`config.mk`:
```
export PLATFORM = sky130hd
export DESIGN_NAME = mem_burst_initiator
export DESIGN_NICKNAME = d
export VERILOG_FILES = /design/src/rtl/mem_pkg.sv /design/src/rtl/mem_resp_fifo.sv /design/src/rtl/mem_burst_initiator.sv
export SDC_FILE = /design/constraint.sdc
export NUM_CORES = 1
export LEC_CHECK = 0
export ABC_AREA = 1
export BUFFER_PORTS_ARGS = -buffer_cell sky130_fd_sc_hd__buf_2
export CAP_MARGIN = 5
export CORE_ASPECT_RATIO = 1.5
export CORE_MARGIN = 4
export CORE_UTILIZATION = 46
export DETAILED_ROUTE_END_ITERATION = 16
export HOLD_SLACK_MARGIN = 0.08
export PLACE_DENSITY_LB_ADDON = 0.1
export SLEW_MARGIN = 5
export SYNTH_ARGS = -nofsm -noshare
export SYNTH_HDL_FRONTEND = slang
export SYNTH_SLANG_ARGS = --single-unit
export TNS_END_PERCENT = 20
```
`constraint.sdc`:
```
create_clock -name clk_i -period 2.15 [get_ports clk_i]
set_clock_uncertainty 0.1 [all_clocks]
set_input_delay 0.3225 -clock clk_i [delete_from_list [all_inputs] [get_ports clk_i]]
set_output_delay 0.3225 -clock clk_i [all_outputs]
set_load 0.02 [all_outputs]
```
`src/rtl/mem_pkg.sv`:
```
// ============================================================
// mem_pkg: shared types for the burst initiator and its FIFO
// Revision: 1.0
// ============================================================
`default_nettype none

package mem_pkg;

  // Response entries are sized by DATA_W. The top's Width must match it.
  localparam int unsigned DATA_W = 32;

  typedef enum logic [2:0] {
    IDLE  = 3'd0,
    READ  = 3'd1,
    WRITE = 3'd2,
    DRAIN = 3'd3,
    DONE  = 3'd4
  } state_e;

  typedef enum logic {
    OP_READ  = 1'b0,
    OP_WRITE = 1'b1
  } op_e;

  typedef struct packed {
    logic [DATA_W-1:0] data;
    logic              last;
  } resp_t;

endpackage

`default_nettype wire

```
`src/rtl/mem_resp_fifo.sv`:
```
// ============================================================
// mem_resp_fifo: 2-entry read-response FIFO, push+pop any cycle
// Revision: 1.0
// ============================================================
`default_nettype none

module mem_resp_fifo
  import mem_pkg::*;
(
  input  logic       clk_i,
  input  logic       rst_ni,
  input  logic       push_i,
  input  resp_t      push_data_i,
  input  logic       pop_i,
  output logic       valid_o,
  output resp_t      head_o,
  output logic [1:0] count_o
);

  resp_t      r_mem [2];
  logic       r_wptr;
  logic       r_rptr;
  logic [1:0] r_count;
  logic       w_pop;

  assign valid_o = (r_count != 2'd0);
  assign head_o  = r_mem[r_rptr];
  assign count_o = r_count;
  assign w_pop   = pop_i & valid_o;

  // Push into a full FIFO only happens alongside a pop; the overwritten slot is the departing head.
  always_ff @(posedge clk_i or negedge rst_ni) begin
    if (!rst_ni) begin
      r_wptr   <= 1'b0;
      r_rptr   <= 1'b0;
      r_count  <= 2'd0;
      r_mem[0] <= '0;
      r_mem[1] <= '0;
    end else begin
      if (push_i) begin
        r_mem[r_wptr] <= push_data_i;
        r_wptr        <= ~r_wptr;
      end
      if (w_pop) begin
        r_rptr <= ~r_rptr;
      end
      case ({push_i, w_pop})
        2'b10:   r_count <= r_count + 2'd1;
        2'b01:   r_count <= r_count - 2'd1;
        default: r_count <= r_count;
      endcase
    end
  end

endmodule

`default_nettype wire

```
`src/rtl/mem_burst_initiator.sv`:
```
// ============================================================
// mem_burst_initiator: burst commands to per-word SRAM requests
// Revision: 1.0
// ============================================================
`default_nettype none

module mem_burst_initiator
  import mem_pkg::*;
#(
  parameter  int unsigned Width = DATA_W,
  parameter  int unsigned Depth = 1 << 15,
  parameter  int unsigned LenW  = 16,
  localparam int unsigned Aw    = $clog2(Depth)
) (
  input  logic             clk_i,
  input  logic             rst_ni,
  input  logic             cmd_valid_i,
  output logic             cmd_ready_o,
  input  logic             cmd_write_i,
  input  logic [Aw-1:0]    cmd_addr_i,
  input  logic [LenW-1:0]  cmd_len_i,
  input  logic [Width-1:0] cmd_wmask_i,
  input  logic             wr_valid_i,
  output logic             wr_ready_o,
  input  logic [Width-1:0] wr_data_i,
  output logic             rd_valid_o,
  input  logic             rd_ready_i,
  output logic [Width-1:0] rd_data_o,
  output logic             rd_last_o,
  output logic             busy_o,
  output logic             done_o,
  output logic             mem_req_o,
  output logic             mem_write_o,
  output logic [Aw-1:0]    mem_addr_o,
  output logic [Width-1:0] mem_wdata_o,
  output logic [Width-1:0] mem_wmask_o,
  input  logic [Width-1:0] mem_rdata_i
);

  state_e           r_state;
  state_e           w_state_next;
  logic [Aw-1:0]    r_addr;
  logic [LenW-1:0]  r_remaining;
  logic [Width-1:0] r_wmask;
  logic             r_inflight;
  logic             r_inflight_last;

  logic             w_accept;
  logic             w_issue_rd;
  logic             w_issue_wr;
  logic             w_pop;
  logic [2:0]       w_occ;
  logic [1:0]       w_after_pop;
  logic [Aw-1:0]    w_addr_inc;
  op_e              w_cmd_op;

  resp_t            w_push_data;
  resp_t            w_head;
  logic [1:0]       w_count;

  mem_resp_fifo u_fifo (
    .clk_i       (clk_i),
    .rst_ni      (rst_ni),
    .push_i      (r_inflight),
    .push_data_i (w_push_data),
    .pop_i       (w_pop),
    .valid_o     (rd_valid_o),
    .head_o      (w_head),
    .count_o     (w_count)
  );

  assign w_push_data.data = mem_rdata_i;
  assign w_push_data.last = r_inflight_last;
  assign rd_data_o        = w_head.data;
  assign rd_last_o        = rd_valid_o & w_head.last;
  assign w_pop            = rd_valid_o & rd_ready_i;

  // Buffered plus in-flight words after this cycle's pop; at most two may be outstanding.
  assign w_occ       = {1'b0, w_count} + {2'b00, r_inflight} - {2'b00, w_pop};
  assign w_after_pop = w_count - {1'b0, w_pop};
  assign w_addr_inc  = (r_addr == Aw'(Depth - 1)) ? '0 : r_addr + Aw'(1);
  assign w_cmd_op    = cmd_write_i ? OP_WRITE : OP_READ;

  always_ff @(posedge clk_i or negedge rst_ni) begin
    if (!rst_ni) begin
      r_state <= IDLE;
    end else begin
      r_state <= w_state_next;
    end
  end

  always_comb begin
    w_state_next = r_state;
    cmd_ready_o  = 1'b0;
    wr_ready_o   = 1'b0;
    busy_o       = (r_state != IDLE);
    done_o       = 1'b0;
    mem_req_o    = 1'b0;
    mem_write_o  = 1'b0;
    mem_addr_o   = r_addr;
    mem_wdata_o  = '0;
    mem_wmask_o  = '0;
    w_accept     = 1'b0;
    w_issue_rd   = 1'b0;
    w_issue_wr   = 1'b0;
    case (r_state)
      IDLE: begin
        cmd_ready_o = 1'b1;
        if (cmd_valid_i) begin
          w_accept = 1'b1;
          if (cmd_len_i == '0)            w_state_next = DONE;
          else if (w_cmd_op == OP_WRITE)  w_state_next = WRITE;
          else                            w_state_next = READ;
        end
      end
      WRITE: begin
        wr_ready_o = 1'b1;
        if (wr_valid_i) begin
          w_issue_wr  = 1'b1;
          mem_req_o   = 1'b1;
          mem_write_o = 1'b1;
          mem_wdata_o = wr_data_i;
          mem_wmask_o = r_wmask;
          if (r_remaining == LenW'(1)) w_state_next = DONE;
        end
      end
      READ: begin
        if ((r_remaining != '0) && (w_occ < 3'd2)) begin
          w_issue_rd = 1'b1;
          mem_req_o  = 1'b1;
          if (r_remaining == LenW'(1)) w_state_next = DRAIN;
        end
      end
      DRAIN: begin
        if (!r_inflight && (w_after_pop == 2'd0)) w_state_next = DONE;
      end
      DONE: begin
        done_o       = 1'b1;
        w_state_next = IDLE;
      end
      default: w_state_next = IDLE;
    endcase
  end

  always_ff @(posedge clk_i or negedge rst_ni) begin
    if (!rst_ni) begin
      r_addr          <= '0;
      r_remaining     <= '0;
      r_wmask         <= '0;
      r_inflight      <= 1'b0;
      r_inflight_last <= 1'b0;
    end else begin
      r_inflight      <= w_issue_rd;
      r_inflight_last <= w_issue_rd && (r_remaining == LenW'(1));
      if (w_accept) begin
        r_addr      <= cmd_addr_i;
        r_remaining <= cmd_len_i;
        r_wmask     <= cmd_wmask_i;
      end else if (w_issue_rd || w_issue_wr) begin
        r_addr      <= w_addr_inc;
        r_remaining <= r_remaining - LenW'(1);
      end
    end
  end

endmodule

`default_nettype wire

```
Word-level counts from Yosys, hierarchy flattened
Index checks and enable logic that the tools add are counted.
{"block": "totals", "regBits": 138, "latch_bits": 0, "mem_bits_rw": 0, "mem_bits_ro": 0, "output_inout_bits": 119, "word_cells": 96, "mem_count": 0}
{"block": "classes", "n_addsub": 7, "n_mul": 0, "div": 0, "order_cmp": 4, "n_eq_ne": 14, "shift": 0, "muxes": 36, "bitwise_logic": 7, "reduce_logical": 15}
{"operator": "$mux W33", "n": 4}
{"operator": "$mux W32", "n": 4}
{"operator": "$bwmux W66", "n": 1}
{"operator": "$mux W15", "n": 3}
{"operator": "$demux W33 S1", "n": 1}
{"operator": "$mux W16", "n": 2}
{"operator": "$mux W3", "n": 7}
{"operator": "$eq A16 B1 Y1 const B", "n": 1}
{"operator": "$logic_not A16 Y1", "n": 1}
{"operator": "$reduce_bool A16 Y1", "n": 1}
{"operator": "$sub A16 B1 Y16 const B", "n": 1}
{"operator": "$add A15 B1 Y15 const B", "n": 1}
{"operator": "$eq A15 B15 Y1 const B", "n": 1}
{"operator": "$ne A2 B2 Y1 const B", "n": 6}
{"operator": "$pmux W3 S4", "n": 1}
{"operator": "$mux W1", "n": 10}
{"operator": "$eq A3 B2 Y1 const B", "n": 2}
{"operator": "$reduce_and A6 Y1", "n": 1}
{"operator": "$reduce_bool A2 Y1", "n": 3}
{"operator": "$ge A2 B2 Y1 const B", "n": 2}
{"operator": "$logic_and A1 B1 Y1", "n": 4}
{"operator": "$not A1 Y2", "n": 2}
{"operator": "$pmux W2 S2", "n": 1}
{"operator": "$add A2 B1 Y3", "n": 1}
{"operator": "other kinds (19)", "n": 22}

Longest topological paths before layout
{"block": "depth", "word_depth": 10, "ltp_mapped": 14}

Cells and area by module
Synthesis repeated with hierarchy kept, for this count alone.
{"block": "hier_totals", "hier_cells": 1072, "area_unflattened_um2": 7587.3}
{"mod": "mem_burst_initiator", "n_inst": 1, "cells_each": 693, "area_each_um2": 4511.8, "seq_area_each_um2": 1701.6}
{"mod": "mem_resp_fifo", "n_inst": 1, "cells_each": 379, "area_each_um2": 3075.4, "seq_area_each_um2": 1751.7}

Worst setup path after synthesis
OpenSTA, ideal clock, no wires.
{"block": "synth_path", "path_kind": "reg-to-output", "start": "reg u_fifo.r_count[0] (netlist: u_fifo.count_o[0])", "end": "out mem_req_o", "arrival_ps": 1803, "t_required_ps": 1727, "path_slack_ps": -75, "path_stages_with_launch": 11, "n_path_buf": 1, "cell_sequence": "dfrtp_1 > inv_1 > nand3_1 > nand2_1 > nand2_1 > fa_1 > nand2_1 > nor2_1 > nand3_4 > nand2_2 > buf_6"}
{"block": "synth_between", "elab_chain_len": 7}
{"item": "from (decl)", "line": "mem_resp_fifo.sv:23", "rtl": "logic [1:0] r_count;"}
{"item": "from (signal assigned)", "line": "mem_resp_fifo.sv:48", "rtl": "2'b10: r_count <= r_count + 2'd1;"}
{"item": "from (signal assigned)", "line": "mem_resp_fifo.sv:49", "rtl": "2'b01: r_count <= r_count - 2'd1;"}
{"item": "from (signal assigned)", "line": "mem_resp_fifo.sv:50", "rtl": "default: r_count <= r_count;"}
{"item": "branches (longest 2 deep; another with $add A2 B1 Y3)"}
{"item": "$sub A3 B1 Y3 *", "line": "mem_burst_initiator.sv:79", "rtl": "assign w_occ = {1'b0, w_count} + {2'b00, r_inflight} - {2'b00, w_pop};"}
{"item": "$lt A3 B2 Y1 *", "line": "mem_burst_initiator.sv:128", "rtl": "if ((r_remaining != '0) && (w_occ < 3'd2)) begin"}
{"item": "$logic_and A1 B1 Y1 *", "line": "mem_burst_initiator.sv:128"}
{"item": "$mux W1 *", "line": "mem_burst_initiator.sv:128"}
{"item": "$pmux W1 S2 *", "line": "mem_burst_initiator.sv:106", "rtl": "case (r_state)"}
{"item": "to (decl)", "line": "mem_burst_initiator.sv:32", "rtl": "output logic mem_req_o,"}
Every way passes the cells marked *.

Worst setup path after layout
Same ends and word-level chain as after synthesis.

==> reports/qor.txt <==
Setup CP Type - flop to output pin
dpl hpwl - 14.2 mm
vias - 7638
DR WL/cell - 13.6 um
WL final - 21.6 mm
most numerous cell in the Yosys netlist - nand2_1
Clock Latency Late Sink - 0.42 ns
diode count - 0
global-route wire length before repair - 35.7 mm
slowest CP cell - fa_1
non-filler cells, final - 1586
Top cell by count, worst path - nand2_1
Final Cycle Share - 116%
initial antenna violation count - 1
Async SR Flop Fraction - 100%
crit path buf inv count - 2
Comb power frac - 49.4%
CP max stage delay - 0.53 ns
Vias/cell - 4.82
Post-DRT Antenna Nets - 0
Critical Path End Type - output pin
Top FF cell, synth - dfrtp_1
Std-Cell Rows - 56
worst setup margin - -0.348 ns
Total Power - 14.8 mW
status - finished, violations left
final RePlAce weighted congestion - 0.893
GRT Util Overall - 23.6%
CTS tree - yes
slew at the pin with the worst max-slew slack - 1.09 ns
Area growth, synth to finish - 40.2%
clock net sink count - 138
Tmin final - 2.50 ns
Iter 0 DRT Violations - 588
Final Core Density - 66.0%
Die Span X - 112 um
Worst Path Arrival - 2.08 ns
Max-Cap Viols - 0
WP data required - 1.73 ns
P_int - 8.11 mW
mapped cell area - 0.00742 sq mm
H-Tree Depth - 4
EDFF count, synth - 0
post-synth cell types - 32
fmax - 400 MHz
min-delay worst type - input pin to flop
Reg power frac - 31.6%
cts bufs inserted - 17
RSZ-0062 raised after global routing - true
core box area - 0.0158 sq mm
Die Ht - 164 um
CP Launch Type - flop
ranking of synthesized cells by area - dfrtp_1 (47%), nand2_1 (23%), nor2_1 (5.5%)
post-synth net total - 1184
PD cells - 1430 mW/mm^2
Leakage Power - 5.74 nW
Initial Util - 47.1%
power share of the clock group - 19.0%
synth warn - 0
layout cell share with drive strength beyond 1 - 25.2%
# port buffers - 251
DRC errors left - 0
Cells after Synth - 1044
root buffer cell - clkbuf_16
pin count of the biggest net entering global routing - 68
register area share after synthesis - 46.5%
switch share - 45.3%
Nets - 1510
CP Cell Sequence - inv_1, nand3_2, nand2_1, nand2_1, fa_1, nand2_2, nor2_4, nand3_4, nand2_4, buf_6
Worst slew margin - 27.5%
biggest area consumer among synthesized cells - dfrtp_1
final setup fails - 36
Die Area - 0.0183 sq mm
crit path max fanout - 3
Final Max Tran Viols - 0
Synth top cells by count - nand2_1 (463), dfrtp_1 (138), nor2_1 (108), o21ai_0 (80), inv_1 (74)
drt pass-1 iters - 5
delay-heaviest family, CP - simple AND/OR/NAND/NOR gates
total grt overflow - 0
Post-Syn Area per Cell - 7.11 sq um
Switch Pwr - 6.73 mW
violated checks - setup timing
Max Root-Sink Buffers - 2
post-synth top area share - 46.5%
Inst Count DP - 1471
VDD IR max - 0.705 mV
Clk pin slew, worst setup/hold paths - 0.06 ns
number of global-route vias before repair - 7434
synthesized flop and latch total - 138
final-report hold violation count - 0
Ports - 252
fillers - 1432
[worst paths after layout]
path,startpoint,to,slack (ns),cells after the start
max reg2reg,u_fifo.count_o[0],r_remaining[9],-0.21,14
min,mem_rdata_i[19],u_fifo.r_mem[53],0.09,3
max,u_fifo.count_o[0],mem_req_o,-0.35,10
min reg2reg,r_wmask[20],r_wmask[20],0.38,2
min in group asynchronous,rst_ni,u_fifo.r_mem[48],0.32,2
max in group asynchronous,rst_ni,u_fifo.r_mem[7],0.94,3
[registers in the layout (all words and copies together), names as in the netlist]
name,cells
r_state,3
mem_addr_o,15
u_fifo.r_rptr,1
r_inflight,1
u_fifo.count_o,2
u_fifo.r_mem,66
r_remaining,16
r_inflight_last,1
r_wmask,32
u_fifo.r_wptr,1
[per-layer routing]
metal	share of wire, %	track usage (%)	vias to the layer above
met5	0.069	0	-
met4	1.1	6.20	2
met3	6.0	4.37	21
met2	51	40.9	236
met1	42	30.3	3508
li1	-	-	3871
[cells in the final DEF (no fill, tap or decap), types with 3 or more instances in the layout]
cell and count:
nand3_4 3, a21oi_1 7, ha_1 6, buf_6 3, buf_4 24, nand3_1 45, nand2_2 5, xnor2_1 7
dlygate4sd3_1 73, nand2_1 461, nor2_2 5, dfrtp_1 136, o21ai_1 10, buf_2 249, inv_8 4, clkbuf_16 17
nor3_1 3, inv_1 73, nor2_4 4, nand4_1 10, inv_2 4, xor2_1 10, clkinvlp_4 4, buf_12 7
o21ai_0 80, inv_6 5, nor2_1 107
[final cells by class]
| type | count | area (sq um) | area share (%) |
|---|---|---|---|
| clock buffers | 18 | 439 | 4.22 |
| clock inverters | 14 | 130 | 1.25 |
| inverters | 78 | 300 | 2.89 |
| multi-input cells | 776 | 3440 | 33.1 |
| flip-flops and latches | 138 | 3460 | 33.2 |
| well taps | 203 | 254 | 2.44 |
| repair buffers | 358 | 2370 | 22.8 |
| repair inverters | 1 | 11.3 | 0.108 |
[worst register-to-register path, cell delays in order, from the launching register on]
cell,delay [ns]
dfrtp_1,0.39
inv_1,0.07
nand3_2,0.07
nand2_1,0.08
nand2_1,0.07
fa_1,0.53
nand2_2,0.06
nor2_4,0.11
nand3_4,0.09
buf_4,0.15
buf_4,0.14
nand3_4,0.14
buf_8,0.17
nand2_1,0.06
o21ai_1,0.07
[power by group through the flow]
stage               logic [mW]  clock network [mW]  registers, mW
CTS                       7.29                2.88           4.68
detailed placement        6.91                   0           4.69
global route              8.23                2.99           4.85
floorplan                 4.76                   0           4.69
global placement          6.80                   0           4.67
finish                    7.33                2.82           4.69
[per-stage QoR]
| stage | hold WS (ns) | cell area [sq um] | setup slack, ns | setup TNS, ns |
|---|---|---|---|---|
| after floorplan | -0.0731 | 7430 | 0.00307 | 0 |
| after global placement | 0.199 | 8960 | -0.0128 | -0.0128 |
| after detailed placement | 0.203 | 8960 | -0.0198 | -0.103 |
| after CTS | 0.0814 | 10400 | -0.377 | -1.96 |
| after global routing | 0.0956 | 10400 | -0.435 | -11.11 |
| final | 0.0902 | 10400 | -0.348 | -6.36 |
[repair_timing]
| action | 4_1_cts | 5_1_grt |
|---|---|---|
| hold buffers | 73 | 0 |
| gates cloned | 2 | 0 |
| pin swaps | 3 | 5 |
| setup buffers | 4 | 4 |
| hold endpoints to repair | 129 | 0 |
| gates resized for setup | 12 | 5 |
| setup endpoints to repair | 17 | 73 |
[logic make-up (layout without fill, tap and decap cells)]
logic type / after synthesis / count (layout) / share of synthesized area [%]
and+or+nand+nor: 651 / 651 / 35.7
buffers and inverters: 130 / 469 / 7.52
xor gates and xnor gates: 17 / 17 / 2.01
adders and majority gates: 7 / 7 / 1.28
AOI/OAI and AO/OA: 101 / 101 / 6.93
DFF: 138 / 138 / 46.5
Power figures use the tool's default switching activity.
